**src/rtl/axil_slave_hs_pkg.sv**
```systemverilog
// Shared response codes, FSM encodings and alignment helper for the AXI4-Lite request/ack slave.
package axil_pkg;

  localparam logic [1:0] RESP_OKAY   = 2'b00;
  localparam logic [1:0] RESP_SLVERR = 2'b10;

  typedef enum logic [1:0] {
    W_IDLE = 2'd0,
    W_REQ  = 2'd1,
    W_RESP = 2'd2
  } w_state_e;

  // AW and W may arrive in either order; each is remembered until both are present.
  typedef struct packed {
    logic aw;
    logic w;
  } w_held_t;

  typedef enum logic [1:0] {
    R_IDLE = 2'd0,
    R_REQ  = 2'd1,
    R_RESP = 2'd2
  } r_state_e;

  function automatic logic is_misaligned(input logic [2:0] addr_lo, input int unsigned align_w);
    logic [2:0] mask;
    mask = 3'((1 << align_w) - 1);
    return |(addr_lo & mask);
  endfunction

endpackage

```
**src/rtl/axil_slave_hs_if.sv**
```systemverilog
// AXI4-Lite slave port plus the user-side request/acknowledge bus, bundled for the slave controller.
interface axil_slave_hs_if #(
  parameter int unsigned ADDR_WIDTH = 32,
  parameter int unsigned DATA_WIDTH = 32
);
  localparam int unsigned STRB_W = DATA_WIDTH / 8;

  logic [ADDR_WIDTH-1:0] awaddr;
  logic                  awvalid;
  logic                  awready;
  logic [DATA_WIDTH-1:0] wdata;
  logic [STRB_W-1:0]     wstrb;
  logic                  wvalid;
  logic                  wready;
  logic [1:0]            bresp;
  logic                  bvalid;
  logic                  bready;
  logic [ADDR_WIDTH-1:0] araddr;
  logic                  arvalid;
  logic                  arready;
  logic [DATA_WIDTH-1:0] rdata;
  logic [1:0]            rresp;
  logic                  rvalid;
  logic                  rready;

  logic                  user_wr_req;
  logic [ADDR_WIDTH-1:0] user_wr_addr;
  logic [DATA_WIDTH-1:0] user_wr_data;
  logic [STRB_W-1:0]     user_wr_strb;
  logic                  user_wr_ack;
  logic                  user_wr_err;
  logic                  user_rd_req;
  logic [ADDR_WIDTH-1:0] user_rd_addr;
  logic                  user_rd_ack;
  logic                  user_rd_err;
  logic [DATA_WIDTH-1:0] user_rd_data;

  modport slave (
    input  awaddr, awvalid, wdata, wstrb, wvalid, bready, araddr, arvalid, rready,
    input  user_wr_ack, user_wr_err, user_rd_ack, user_rd_err, user_rd_data,
    output awready, wready, bresp, bvalid, arready, rdata, rresp, rvalid,
    output user_wr_req, user_wr_addr, user_wr_data, user_wr_strb, user_rd_req, user_rd_addr
  );

  modport master (
    output awaddr, awvalid, wdata, wstrb, wvalid, bready, araddr, arvalid, rready,
    output user_wr_ack, user_wr_err, user_rd_ack, user_rd_err, user_rd_data,
    input  awready, wready, bresp, bvalid, arready, rdata, rresp, rvalid,
    input  user_wr_req, user_wr_addr, user_wr_data, user_wr_strb, user_rd_req, user_rd_addr
  );

endinterface

```
**src/rtl/axil_slave_hs_req_timer.sv**
```systemverilog
// Request watchdog: counts cycles while run_i is high, flags the last allowed cycle.
// Only built with AXIL_TIMEOUT_EN defined.
`ifdef AXIL_TIMEOUT_EN
module axil_req_timer #(
  parameter int unsigned TIMEOUT_CYCLES = 16
) (
  input  logic clk,
  input  logic rst_n,
  input  logic run_i,
  output logic expire_c
);
  localparam int unsigned CNT_W = (TIMEOUT_CYCLES > 2) ? $clog2(TIMEOUT_CYCLES) : 1;

  logic [CNT_W-1:0] count_q, count_d;

  // Dropping run_i clears the count, so every request starts from zero.
  always_comb begin
    count_d = '0;
    if (run_i) count_d = count_q + CNT_W'(1);
  end

  assign expire_c = run_i && (count_q == CNT_W'(TIMEOUT_CYCLES - 1));

  always_ff @(posedge clk or negedge rst_n) begin
    if (!rst_n) count_q <= '0;
    else        count_q <= count_d;
  end
endmodule
`endif

```
**src/rtl/axil_slave_hs.sv**
```systemverilog
// AXI4-Lite slave bridging to a user request/ack bus with independent write and read FSMs.
// Define AXIL_TIMEOUT_EN to abort requests the user side leaves unacknowledged.
module axil_slave_hs
  import axil_pkg::*;
#(
  parameter int unsigned ADDR_WIDTH     = 32,
  parameter int unsigned DATA_WIDTH     = 32,
  parameter int unsigned TIMEOUT_CYCLES = 16
) (
  input logic            aclk,
  input logic            aresetn,
  axil_slave_hs_if.slave axil
);
  localparam int unsigned STRB_W  = DATA_WIDTH / 8;
  localparam int unsigned ALIGN_W = $clog2(STRB_W);

  if (TIMEOUT_CYCLES < 2 || !(DATA_WIDTH == 32 || DATA_WIDTH == 64)) begin : g_bad_cfg
    $error("axil_slave_hs: DATA_WIDTH must be 32/64 and TIMEOUT_CYCLES >= 2");
  end

  // ---------------- write path ----------------
  w_state_e              w_state_q, w_state_d;
  w_held_t               w_held_q, w_held_d;
  logic                  awready_q, awready_d, wready_q, wready_d;
  logic                  bvalid_q, bvalid_d, user_wr_req_q, user_wr_req_d;
  logic [1:0]            bresp_q, bresp_d;
  logic [ADDR_WIDTH-1:0] wr_addr_q, wr_addr_d, wr_addr_sel_c;
  logic [DATA_WIDTH-1:0] wr_data_q, wr_data_d;
  logic [STRB_W-1:0]     wr_strb_q, wr_strb_d;
  logic                  aw_hs_c, w_hs_c, b_hs_c, wr_done_c, wr_mis_c, wr_expire_c;

  assign aw_hs_c       = axil.awvalid & awready_q;
  assign w_hs_c        = axil.wvalid & wready_q;
  assign b_hs_c        = bvalid_q & axil.bready;
  assign wr_done_c     = (w_state_q == W_REQ) & (axil.user_wr_ack | wr_expire_c);
  assign wr_addr_sel_c = aw_hs_c ? axil.awaddr : wr_addr_q;
  assign wr_mis_c      = is_misaligned(3'(wr_addr_sel_c), ALIGN_W);

  always_comb begin
    w_state_d = w_state_q;
    w_held_d  = w_held_q;
    case (w_state_q)
      W_IDLE: begin
        w_held_d.aw = w_held_q.aw | aw_hs_c;
        w_held_d.w  = w_held_q.w | w_hs_c;
        if (w_held_d.aw && w_held_d.w) begin
          w_held_d  = '0;
          w_state_d = wr_mis_c ? W_RESP : W_REQ;
        end
      end
      W_REQ:   if (wr_done_c) w_state_d = W_RESP;
      W_RESP:  if (b_hs_c) w_state_d = W_IDLE;
      default: w_state_d = W_IDLE;
    endcase
  end

  always_comb begin
    awready_d     = (w_state_d == W_IDLE) && !w_held_d.aw;
    wready_d      = (w_state_d == W_IDLE) && !w_held_d.w;
    user_wr_req_d = (w_state_d == W_REQ);
    bvalid_d      = bvalid_q;
    bresp_d       = bresp_q;
    wr_addr_d     = wr_addr_sel_c;
    wr_data_d     = w_hs_c ? axil.wdata : wr_data_q;
    wr_strb_d     = w_hs_c ? axil.wstrb : wr_strb_q;
    case (w_state_q)
      W_IDLE: begin
        if (w_state_d == W_RESP) begin
          bvalid_d = 1'b1;
          bresp_d  = RESP_SLVERR;
        end
      end
      W_REQ: begin
        // A same-cycle ack beats the watchdog.
        if (wr_done_c) begin
          bvalid_d = 1'b1;
          bresp_d  = (axil.user_wr_ack && !axil.user_wr_err) ? RESP_OKAY : RESP_SLVERR;
        end
      end
      W_RESP:  if (b_hs_c) bvalid_d = 1'b0;
      default: ;
    endcase
  end

  always_ff @(posedge aclk or negedge aresetn) begin
    if (!aresetn) begin
      w_state_q     <= W_IDLE;
      w_held_q      <= '0;
      awready_q     <= 1'b0;
      wready_q      <= 1'b0;
      bvalid_q      <= 1'b0;
      bresp_q       <= RESP_OKAY;
      user_wr_req_q <= 1'b0;
      wr_addr_q     <= '0;
      wr_data_q     <= '0;
      wr_strb_q     <= '0;
    end else begin
      w_state_q     <= w_state_d;
      w_held_q      <= w_held_d;
      awready_q     <= awready_d;
      wready_q      <= wready_d;
      bvalid_q      <= bvalid_d;
      bresp_q       <= bresp_d;
      user_wr_req_q <= user_wr_req_d;
      wr_addr_q     <= wr_addr_d;
      wr_data_q     <= wr_data_d;
      wr_strb_q     <= wr_strb_d;
    end
  end

  // ---------------- read path ----------------
  r_state_e              r_state_q, r_state_d;
  logic                  arready_q, arready_d, rvalid_q, rvalid_d;
  logic                  user_rd_req_q, user_rd_req_d;
  logic [1:0]            rresp_q, rresp_d;
  logic [DATA_WIDTH-1:0] rdata_q, rdata_d;
  logic [ADDR_WIDTH-1:0] rd_addr_q, rd_addr_d;
  logic                  ar_hs_c, r_hs_c, rd_done_c, rd_mis_c, rd_expire_c;

  assign ar_hs_c   = axil.arvalid & arready_q;
  assign r_hs_c    = rvalid_q & axil.rready;
  assign rd_done_c = (r_state_q == R_REQ) & (axil.user_rd_ack | rd_expire_c);
  assign rd_mis_c  = is_misaligned(3'(axil.araddr), ALIGN_W);

  always_comb begin
    r_state_d = r_state_q;
    case (r_state_q)
      R_IDLE:  if (ar_hs_c) r_state_d = rd_mis_c ? R_RESP : R_REQ;
      R_REQ:   if (rd_done_c) r_state_d = R_RESP;
      R_RESP:  if (r_hs_c) r_state_d = R_IDLE;
      default: r_state_d = R_IDLE;
    endcase
  end

  always_comb begin
    arready_d     = (r_state_d == R_IDLE);
    user_rd_req_d = (r_state_d == R_REQ);
    rvalid_d      = rvalid_q;
    rresp_d       = rresp_q;
    rdata_d       = rdata_q;
    rd_addr_d     = ar_hs_c ? axil.araddr : rd_addr_q;
    case (r_state_q)
      R_IDLE: begin
        if (ar_hs_c && rd_mis_c) begin
          rvalid_d = 1'b1;
          rresp_d  = RESP_SLVERR;
          rdata_d  = '0;
        end
      end
      R_REQ: begin
        if (rd_done_c) begin
          rvalid_d = 1'b1;
          if (axil.user_rd_ack) begin
            rdata_d = axil.user_rd_data;
            rresp_d = axil.user_rd_err ? RESP_SLVERR : RESP_OKAY;
          end else begin
            rdata_d = '0;
            rresp_d = RESP_SLVERR;
          end
        end
      end
      R_RESP:  if (r_hs_c) rvalid_d = 1'b0;
      default: ;
    endcase
  end

  always_ff @(posedge aclk or negedge aresetn) begin
    if (!aresetn) begin
      r_state_q     <= R_IDLE;
      arready_q     <= 1'b0;
      rvalid_q      <= 1'b0;
      rresp_q       <= RESP_OKAY;
      rdata_q       <= '0;
      user_rd_req_q <= 1'b0;
      rd_addr_q     <= '0;
    end else begin
      r_state_q     <= r_state_d;
      arready_q     <= arready_d;
      rvalid_q      <= rvalid_d;
      rresp_q       <= rresp_d;
      rdata_q       <= rdata_d;
      user_rd_req_q <= user_rd_req_d;
      rd_addr_q     <= rd_addr_d;
    end
  end

`ifdef AXIL_TIMEOUT_EN
  axil_req_timer #(.TIMEOUT_CYCLES(TIMEOUT_CYCLES)) u_wr_timer (
    .clk      (aclk),
    .rst_n    (aresetn),
    .run_i    (w_state_q == W_REQ),
    .expire_c (wr_expire_c)
  );
  axil_req_timer #(.TIMEOUT_CYCLES(TIMEOUT_CYCLES)) u_rd_timer (
    .clk      (aclk),
    .rst_n    (aresetn),
    .run_i    (r_state_q == R_REQ),
    .expire_c (rd_expire_c)
  );
`else
  assign wr_expire_c = 1'b0;
  assign rd_expire_c = 1'b0;
`endif

  assign axil.awready      = awready_q;
  assign axil.wready       = wready_q;
  assign axil.bvalid       = bvalid_q;
  assign axil.bresp        = bresp_q;
  assign axil.user_wr_req  = user_wr_req_q;
  assign axil.user_wr_addr = wr_addr_q;
  assign axil.user_wr_data = wr_data_q;
  assign axil.user_wr_strb = wr_strb_q;
  assign axil.arready      = arready_q;
  assign axil.rvalid       = rvalid_q;
  assign axil.rresp        = rresp_q;
  assign axil.rdata        = rdata_q;
  assign axil.user_rd_req  = user_rd_req_q;
  assign axil.user_rd_addr = rd_addr_q;

endmodule

```
**src/flat_wrapper.sv**
```systemverilog
// flat-port wrapper written by rule: the top's interface ports become plain ports
module axil_slave_hs_flat import axil_pkg::*;
#(
  parameter int unsigned ADDR_WIDTH     = 32,
  parameter int unsigned DATA_WIDTH     = 32,
  parameter int unsigned TIMEOUT_CYCLES = 16
)
  (aclk, aresetn, axil_awaddr, axil_awvalid, axil_wdata, axil_wstrb, axil_wvalid, axil_bready, axil_araddr, axil_arvalid, axil_rready, axil_user_wr_ack, axil_user_wr_err, axil_user_rd_ack, axil_user_rd_err, axil_user_rd_data, axil_awready, axil_wready, axil_bresp, axil_bvalid, axil_arready, axil_rdata, axil_rresp, axil_rvalid, axil_user_wr_req, axil_user_wr_addr, axil_user_wr_data, axil_user_wr_strb, axil_user_rd_req, axil_user_rd_addr);
  axil_slave_hs_if #(.ADDR_WIDTH(ADDR_WIDTH), .DATA_WIDTH(DATA_WIDTH)) axil_i ();
  input logic aclk;
  input logic aresetn;
  input wire logic [$bits(axil_i.awaddr)-1:0] axil_awaddr;
  input wire logic [$bits(axil_i.awvalid)-1:0] axil_awvalid;
  input wire logic [$bits(axil_i.wdata)-1:0] axil_wdata;
  input wire logic [$bits(axil_i.wstrb)-1:0] axil_wstrb;
  input wire logic [$bits(axil_i.wvalid)-1:0] axil_wvalid;
  input wire logic [$bits(axil_i.bready)-1:0] axil_bready;
  input wire logic [$bits(axil_i.araddr)-1:0] axil_araddr;
  input wire logic [$bits(axil_i.arvalid)-1:0] axil_arvalid;
  input wire logic [$bits(axil_i.rready)-1:0] axil_rready;
  input wire logic [$bits(axil_i.user_wr_ack)-1:0] axil_user_wr_ack;
  input wire logic [$bits(axil_i.user_wr_err)-1:0] axil_user_wr_err;
  input wire logic [$bits(axil_i.user_rd_ack)-1:0] axil_user_rd_ack;
  input wire logic [$bits(axil_i.user_rd_err)-1:0] axil_user_rd_err;
  input wire logic [$bits(axil_i.user_rd_data)-1:0] axil_user_rd_data;
  output wire logic [$bits(axil_i.awready)-1:0] axil_awready;
  output wire logic [$bits(axil_i.wready)-1:0] axil_wready;
  output wire logic [$bits(axil_i.bresp)-1:0] axil_bresp;
  output wire logic [$bits(axil_i.bvalid)-1:0] axil_bvalid;
  output wire logic [$bits(axil_i.arready)-1:0] axil_arready;
  output wire logic [$bits(axil_i.rdata)-1:0] axil_rdata;
  output wire logic [$bits(axil_i.rresp)-1:0] axil_rresp;
  output wire logic [$bits(axil_i.rvalid)-1:0] axil_rvalid;
  output wire logic [$bits(axil_i.user_wr_req)-1:0] axil_user_wr_req;
  output wire logic [$bits(axil_i.user_wr_addr)-1:0] axil_user_wr_addr;
  output wire logic [$bits(axil_i.user_wr_data)-1:0] axil_user_wr_data;
  output wire logic [$bits(axil_i.user_wr_strb)-1:0] axil_user_wr_strb;
  output wire logic [$bits(axil_i.user_rd_req)-1:0] axil_user_rd_req;
  output wire logic [$bits(axil_i.user_rd_addr)-1:0] axil_user_rd_addr;
  assign axil_i.awaddr = axil_awaddr;
  assign axil_i.awvalid = axil_awvalid;
  assign axil_i.wdata = axil_wdata;
  assign axil_i.wstrb = axil_wstrb;
  assign axil_i.wvalid = axil_wvalid;
  assign axil_i.bready = axil_bready;
  assign axil_i.araddr = axil_araddr;
  assign axil_i.arvalid = axil_arvalid;
  assign axil_i.rready = axil_rready;
  assign axil_i.user_wr_ack = axil_user_wr_ack;
  assign axil_i.user_wr_err = axil_user_wr_err;
  assign axil_i.user_rd_ack = axil_user_rd_ack;
  assign axil_i.user_rd_err = axil_user_rd_err;
  assign axil_i.user_rd_data = axil_user_rd_data;
  assign axil_awready = axil_i.awready;
  assign axil_wready = axil_i.wready;
  assign axil_bresp = axil_i.bresp;
  assign axil_bvalid = axil_i.bvalid;
  assign axil_arready = axil_i.arready;
  assign axil_rdata = axil_i.rdata;
  assign axil_rresp = axil_i.rresp;
  assign axil_rvalid = axil_i.rvalid;
  assign axil_user_wr_req = axil_i.user_wr_req;
  assign axil_user_wr_addr = axil_i.user_wr_addr;
  assign axil_user_wr_data = axil_i.user_wr_data;
  assign axil_user_wr_strb = axil_i.user_wr_strb;
  assign axil_user_rd_req = axil_i.user_rd_req;
  assign axil_user_rd_addr = axil_i.user_rd_addr;
  axil_slave_hs #(.ADDR_WIDTH(ADDR_WIDTH), .DATA_WIDTH(DATA_WIDTH), .TIMEOUT_CYCLES(TIMEOUT_CYCLES)) u_core (.aclk(aclk), .aresetn(aresetn), .axil(axil_i));
endmodule
```
**config.mk**
```make
export PLATFORM = sky130hd
export DESIGN_NAME = axil_slave_hs_flat
export DESIGN_NICKNAME = d
export VERILOG_FILES = /design/src/rtl/axil_slave_hs_pkg.sv /design/src/rtl/axil_slave_hs_if.sv /design/src/rtl/axil_slave_hs_req_timer.sv /design/src/rtl/axil_slave_hs.sv /design/src/flat_wrapper.sv
export SDC_FILE = /design/constraint.sdc
export NUM_CORES = 1
export LEC_CHECK = 0
export CORE_ASPECT_RATIO = 0.5
export CORE_MARGIN = 2
export CORE_UTILIZATION = 35
export DETAILED_ROUTE_END_ITERATION = 8
export PLACE_DENSITY = 0.71
export RECOVER_POWER = 100
export SYNTH_ARGS = -nofsm -noshare
export SYNTH_HDL_FRONTEND = slang
export SYNTH_SLANG_ARGS = --single-unit
export TNS_END_PERCENT = 30
```
**constraint.sdc**
```tcl
create_clock -name aclk -period 1.9 [get_ports aclk]
set_input_delay 0.57 -clock aclk [delete_from_list [all_inputs] [get_ports aclk]]
set_output_delay 0.57 -clock aclk [all_outputs]
set_load 0.005 [all_outputs]
```
* Word-level counts from Yosys, hierarchy flattened
Index checks and enable logic that the tools add are counted.
** Storage, ports and cells
- Bits in registers :: 149
- Latch bits :: 0
- Memory bits (writable) :: 0
- ROM bits :: 0
- Input bits :: 143
- Logic and storage cells :: 97
- Memories kept :: 0
** Operators by class
- $add $sub $neg :: 0
- $mul :: 0
- Divide/modulo/power cells :: 0
- Order comparisons :: 0
- Equality and inequality tests :: 13
- Shift operators :: 0
- Muxes and demuxes :: 34
- Bitwise gates (word level) :: 9
- Reductions and logical operators :: 22
** Operators by type and width (count)
- $mux 32 :: 3
- $pmux 32 s2 :: 1
- $mux 2 :: 18
- $ne 2x1->1 const B :: 6
- $pmux 2 s3 :: 2
- $eq 2x1->1 const B :: 4
- $logic_not 2->1 :: 4
- $pmux 2 s2 :: 2
- $reduce_and 4->1 :: 2
- $and 1x1->1 :: 7
- $eq 2x2->1 const B :: 3
- $mux 1 :: 6
- $pmux 1 s3 :: 2
- $reduce_and 3->1 :: 2
- $reduce_bool 3->1 :: 2
- $logic_and 1x1->1 :: 5
- $reduce_bool 2->1 :: 2
- $reduce_or 2->1 :: 2
- $logic_not 1->1 :: 3
- $or 1x1->1 :: 2

* Depth between registers and ports, before layout
Gate-level depths: netlist of the first run.
- Word-level depth :: 9
- Gate-level depth with buffers :: 6

* Worst setup path before layout of the first run
No wires, ideal clock.
- Path kind :: input-to-reg
- Start point :: input axil_wvalid
- End point :: register u_core.wr_data_q[10], in the netlist u_core.axil.user_wr_data[10]
- Setup time :: 125 ps
- Data arrival time :: 1360 ps
- Setup slack :: 415 ps
- Cell stages on the path :: 4
- Path buffers :: 2
- Cell sequence :: and2_1 -> buf_2 -> buf_6 -> mux2_2
** Between the ends
- Word-level cells in the longest chain between the ends :: 1
** Ends and longest elaborated chain
- start: declaration :: RTL line flat_wrapper.sv:16 : input wire logic [$bits(axil_i.wvalid)-1:0] axil_wvalid;
- $and 1x1->1 :: RTL line axil_slave_hs.sv:33 : assign w_hs_c = axil.wvalid & wready_q;
- end signal: assignment :: RTL line axil_slave_hs.sv:106 : wr_data_q <= wr_data_d;
- end: declaration :: RTL line axil_slave_hs.sv:28 : logic [DATA_WIDTH-1:0] wr_data_q, wr_data_d;
No other way between the ends.
A chain may end at the register's enable or synchronous reset.

* Final worst setup path of the first run
- Start point :: register u_core.wr_addr_q[16], in the netlist u_core.axil.user_wr_addr[16]
- End point :: output axil_user_wr_addr[16]
** RTL lines
- start: declaration :: RTL line axil_slave_hs.sv:27 : logic [ADDR_WIDTH-1:0] wr_addr_q, wr_addr_d, wr_addr_sel_c;
- start signal: assignment :: RTL line axil_slave_hs.sv:105 : wr_addr_q <= wr_addr_d;
- end: declaration :: RTL line flat_wrapper.sv:35 : output wire logic [$bits(axil_i.user_wr_addr)-1:0] axil_user_wr_addr;
No word-level cell between the ends.

==> results of run 1 <==
==> stage by stage <==
step / setup TNS [ns] / power [mW] / instance area [um2] / util / instances
CTS: 0 / 14.2 / 9500 / 0.584 / 965
detailed placement: -7.87 / 10.8 / 8910 / 0.548 / 932
global placement: -4.34 / 10.7 / 8910 / 0.548 / 932
floorplan: 0 / 7.25 / 5780 / - / 427
finish: 0 / 13.8 / 9400 / 0.578 / 965
global route: 0 / 14.6 / 9400 / 0.578 / 965
==> what timing repair did <==
item	in CTS	in global routing
cloned	0	0
setup endpoints to repair	6	19
gates resized for setup	5	19
pin swaps	0	0
hold endpoints to repair	0	0
setup buffers	1	0
==> worst max path at each step <==
stage	startpoint	cells past startpoint	end
floorplan	axil_wvalid	4	u_core.axil.user_wr_data[10]
global placement	axil_awvalid	4	u_core.axil.user_wr_addr[9]
detailed placement	axil_awvalid	4	u_core.axil.user_wr_addr[25]
CTS	u_core.axil.arready	1	axil_arready
global route	axil_wvalid	4	u_core.axil.user_wr_data[2]
finish	u_core.axil.user_wr_addr[16]	1	axil_user_wr_addr[16]
==> layer usage <==
layer | GRT usage | up-vias | part of all wire
met1 | 0.200 | 2215 | 0.40
met4 | 0.0768 | 0 | 0.022
met3 | 0.0374 | 22 | 0.034
met2 | 0.326 | 96 | 0.55
li1 | - | 2051 | -
met5 | 0 | - | 0
==> sequential cells by signal (all words and copies together), names as in the netlist, 2 cells and up <==
register and flops:
u_core.axil.rdata 32, u_core.axil.user_wr_addr 32, u_core.axil.user_rd_addr 32, u_core.r_state_q 2, u_core.axil.user_wr_strb 4, u_core.w_held_q 2
u_core.w_state_q 2, u_core.axil.user_wr_data 32
==> cell type report <==
cell class | instances | area [um2] | share of cell area
Sequential cell | 147 | 3680 | 0.391
Timing Repair Buffer | 303 | 2980 | 0.317
Multi-Input combinational cell | 253 | 1850 | 0.197
Clock buffer | 21 | 460 | 0.0490
Tap cell | 227 | 284 | 0.0302
Clock inverter | 11 | 129 | 0.0137
Inverter | 3 | 11.3 | 0.00120
==> power by group <==
group	internal, mW	switching [mW]
logic	3.57	1.70
clock network	2.01	1.31
registers	4.49	0.731
total	10.1	3.74
==> cell families after synthesis <==
kind of cell	share of synthesized area
buf+inv	0.0355
other cells	0.000649
mux	0.199
flops	0.637
simple gates	0.0719
compound gates	0.0565
==> cells in the mapped netlist, drive strengths merged <==
cell type and instances:
a21oi 12, mux2 101, and2 2, a211oi 1
inv 3, o21ai 36, a2bb2oi 1, nand3b 1
nor4 1, nand3 3, or4 1, mux2i 1
nand2 75, dfrtp 147, nor2 5, nor3 1
nand2b 5, buf 24, o31ai 1, o2bb2ai 1
nand4 1, o22ai 2, conb 1
==> impl_metrics.py, run 1 <==
metrics = {
    "flow_run": {
        "maxCapViolCount": 0,
    },
    "route": {
        "viasPerCell": 4.54,
        "drc_errors": 0,
        "totalWireLength_mm": 15.7,
        "wl_per_cell_um": 16.3,
        "drt-initial-drc-count": 144,
        "firstDrtPassIters": 4,
        "antenna_left": 0,
        "vias": 4384,
    },
    "setup_path": {
        "r2r-end": "u_core.axil.user_wr_data[2]",
        "critical_path_required_ns": 1.33,
        "cp_max_fo": 2,
        "cp-end-kind": "output port",
        "critical-path-top-delay-family": "buffers and inverters",
        "path_buf_inv": 1,
        "r2r_start": "u_core.axil.wready",
        "worst_ep_arrival_time_ns": 1.29,
        "ff2ff_setup_slack_ns": 0.41,
        "worstSetupStartpointType": "register",
        "critical_path_class": "register to output port",
        "crit_chain": "clkdlybuf4s50_1",
        "reg2regPathDepth": 3,
        "slowest_stage": "clkdlybuf4s50_1",
        "max_stage_delay_ns": 0.52,
    },
    "sta": {
        "hold_slack_ns": 0.343,
        "relSlewSlack": 0.295,
        "fin_ws_ns": 0.0442,
        "rsz0062_at_grt": "no",
        "fin_crit_sh": 0.977,
        "fin_skew_ns": 0.0106,
        "layout_min_cycle_time_ns": 1.86,
        "timing.final.hold_violations": 0,
        "setup_viol_count_final": 0,
        "worst_pin_slew_ns": 1.06,
        "fmax_mhz": 539,
        "final-max-slew-violation-count": 0,
    },
    "die": {
        "io_pins": 286,
        "start_util": 0.355,
        "die_w_um": 186,
        "num_rows": 33,
        "core_area_um2": 16300,
        "die_h_um": 94.8,
        "die_area_um2": 17600,
    },
    "worst_hold_path": {
        "hp-class": "input pin to async pin",
    },
    "placed_design": {
        "io_buffers": 283,
        "place_congestion": 0.766,
        "dp_slack_ns": -0.114,
        "place_hpwl_mm": 11.7,
    },
    "grt": {
        "grt_pass1_wl_mm": 23.7,
        "grtUsageTotal": 0.177,
        "antenna_found_initial": 0,
        "grt_overflow": 0,
        "grt_pass1_vias": 4481,
        "grt_max_degree": 43,
    },
    "synth": {
        "yosys_warnings": 0,
        "ys_seq_elements": 147,
        "yosys.area.top_type_share": 0.637,
        "synth_area_um2": 5780,
        "ys_types": 30,
        "syn_inst": 426,
        "yosys.area.top_type": "dfrtp_1",
        "synth_area_leaders": "dfrtp_1, mux2_2, nand2_1, buf_6, o21ai_2",
        "syn_avg_cell_area_um2": 13.6,
        "synth.yosys.seq_area_share": 0.637,
    },
    "clock_tree": {
        "clk-insertion-delay-late_ns": 0.40,
        "cts_tree": "built",
        "h-tree-depth": 4,
        "cts_buffers": 17,
        "hold_buffers": 0,
        "clk_pin_slew_ns": 0.07,
        "clk_path_buf_depth": 2,
        "clock-sinks": 147,
        "root_buffer": "clkbuf_16",
    },
    "final_layout": {
        "area_growth_pct": 62.7,
        "final_cell_mix": "clkdlybuf4s50_1, dfrtp_1, mux2_2",
        "layout-drive-gt1-share": 0.210,
        "fillers": 1408,
        "diodes": 0,
        "layout.nets": 868,
        "final_common_cell": "clkdlybuf4s50_1",
    },
    "power": {
        "power_density_nw_per_um2": 1470,
        "peakVddDrop_v": 0.000680,
        "p_leak_nw": 3.88,
    },
    "run_status": {
        "status": "finished, final reports clean",
    },
}
Power figures use the tool's default switching activity.
==> run 2: changes to the inputs <==
--- a/config.mk
+++ b/config.mk
@@ -9,6 +9,7 @@
 export CORE_MARGIN = 2
 export CORE_UTILIZATION = 35
 export DETAILED_ROUTE_END_ITERATION = 8
+export GPL_TIMING_DRIVEN = 0
 export PLACE_DENSITY = 0.71
 export RECOVER_POWER = 100
 export SYNTH_ARGS = -nofsm -noshare
==> impl_metrics.py, run 2 (same netlist as run 1, synthesis figures left out) <==
metrics = {
    "sta": {
        "timing.final.hold_violations": 0,
        "tns_ns": 0,
        "worst_pin_slew_ns": 1.44,
        "rsz0062_at_grt": "no",
        "layout_min_cycle_time_ns": 1.86,
        "relSlewSlack": 0.0427,
        "fin_skew_ns": 0.0110,
        "fin_crit_sh": 0.979,
        "setup_viol_count_final": 0,
        "fmax_mhz": 538,
        "final-max-slew-violation-count": 0,
    },
    "final_layout": {
        "instances_no_fill": 970,
        "post-route-cell-area_um2": 9470,
        "fillers": 1383,
        "diodes": 0,
        "area_growth_pct": 63.9,
        "layout-drive-gt1-share": 0.217,
        "final_cell_mix": "clkdlybuf4s50_1, dfrtp_1, mux2_2",
        "layout.nets": 874,
        "final_common_cell": "clkdlybuf4s50_1",
    },
    "setup_path": {
        "worst_ep_arrival_time_ns": 1.29,
        "critical_path_class": "register to output port",
        "cp-end-kind": "output port",
        "crit_chain": "clkdlybuf4s50_1",
        "max_stage_delay_ns": 0.54,
        "path_buf_inv": 1,
        "worstSetupStartpointType": "register",
        "critical_path_required_ns": 1.33,
        "slowest_stage": "clkdlybuf4s50_1",
        "critical-path-top-delay-family": "buffers and inverters",
        "cp_max_fo": 2,
    },
    "route": {
        "antenna_left": 0,
        "viasPerCell": 4.51,
        "drc_errors": 0,
        "drt-initial-drc-count": 161,
        "totalWireLength_mm": 15.7,
        "vias": 4375,
        "wl_per_cell_um": 16.2,
        "firstDrtPassIters": 4,
    },
    "clock_tree": {
        "clock-sinks": 147,
        "root_buffer": "clkbuf_16",
        "clk_pin_slew_ns": 0.07,
        "cts_tree": "built",
        "h-tree-depth": 4,
        "cts_buffers": 17,
        "clk-insertion-delay-late_ns": 0.41,
        "clk_path_buf_depth": 2,
    },
    "die": {
        "die_h_um": 94.8,
        "die_w_um": 186,
        "core_area_um2": 16300,
        "start_util": 0.355,
        "num_rows": 33,
        "io_pins": 286,
        "die_area_um2": 17600,
    },
    "placed_design": {
        "io_buffers": 283,
        "place_area_um2": 8930,
        "place_hpwl_mm": 11.9,
        "dp.cells": 938,
        "place_congestion": 0.741,
    },
    "flow_run": {
        "maxCapViolCount": 0,
    },
    "grt": {
        "grt_max_degree": 95,
        "grtUsageTotal": 0.175,
        "grt_pass1_wl_mm": 23.3,
        "antenna_found_initial": 0,
        "grt_pass1_vias": 4379,
        "grt_overflow": 0,
    },
    "run_status": {
        "status": "finished, final reports clean",
    },
    "power": {
        "peakVddDrop_v": 0.000756,
        "p_leak_nw": 3.94,
        "power_density_nw_per_um2": 1490,
    },
    "worst_hold_path": {
        "hp-class": "register to register",
    },
}
==> run 2: where the power goes <==
part | total [mW] | internal, mW | switching, mW
Combinational | 5.36 | 3.62 | 1.74
Sequential | 5.19 | 4.49 | 0.701
Clock | 3.51 | 2.20 | 1.31
==> run 2: layout make-up <==
| cell class | instances | area, um2 | share of cell area |
|---|---|---|---|
| flip-flops and latches | 147 | 3680 | 0.388 |
| inverters | 3 | 11.3 | 0.00119 |
| plain buffers | 24 | 175 | 0.0185 |
| multi-input cells | 253 | 1860 | 0.196 |
| well taps | 227 | 284 | 0.0300 |
| repair buffers | 285 | 2850 | 0.301 |
| clock inverters | 12 | 180 | 0.0190 |
| clock buffers | 19 | 433 | 0.0457 |
==> run 2: metal layers <==
metal	global-route usage	up-vias	wire, um
met3	0.0363	18	517
met2	0.321	88	8690
met5	0	-	0
li1	-	2071	-
met4	0.0564	0	229
met1	0.206	2198	6280
==> run 2: final timing paths <==
check                                             start                            to  slack, ns  cells after the start
hold / removal                       u_core.w_held_q[1]           u_core.axil.awready       0.46                      1
setup / recovery           u_core.axil.user_wr_data[31]         axil_user_wr_data[31]       0.04                      1
min in group asynchronous                       aresetn   u_core.axil.user_rd_addr[8]       0.48                      1
setup reg to reg                    u_core.axil.awready  u_core.axil.user_wr_addr[21]       0.42                      4
max in group asynchronous                       aresetn  u_core.axil.user_wr_data[23]       0.32                      2
hold reg to reg                      u_core.w_held_q[1]           u_core.axil.awready       0.46                      1
==> run 2: repair_timing <==
action / 4_1_cts / 5_1_grt
endpoints found under the setup margin: 5 / 15
hold buffers: 0 / 0
gates resized for setup: 4 / 15
pin swaps: 0 / 0
buffers inserted: 1 / 0
gates cloned: 0 / 0
==> run 2: through the flow <==
stage	power, mW	hold WS, ns	setup WS [ns]	utilization
6_report	14.1	0.464	0.0402	0.582
5_1_grt	14.8	0.495	0.000652	0.582
4_1_cts	14.4	0.132	0.000675	0.587
3_5_place_dp	10.8	0.435	-0.230	0.549
3_3_place_gp	10.7	0.446	-5.80	0.547
2_1_floorplan	7.25	0.274	0.415	-
==> run 2: worst reg2reg max path, cell delays in order (launching register included) <==
cell     delay, ns
dfrtp_1       0.39
and2_1        0.14
buf_2         0.16
buf_2         0.31
mux2_2        0.38
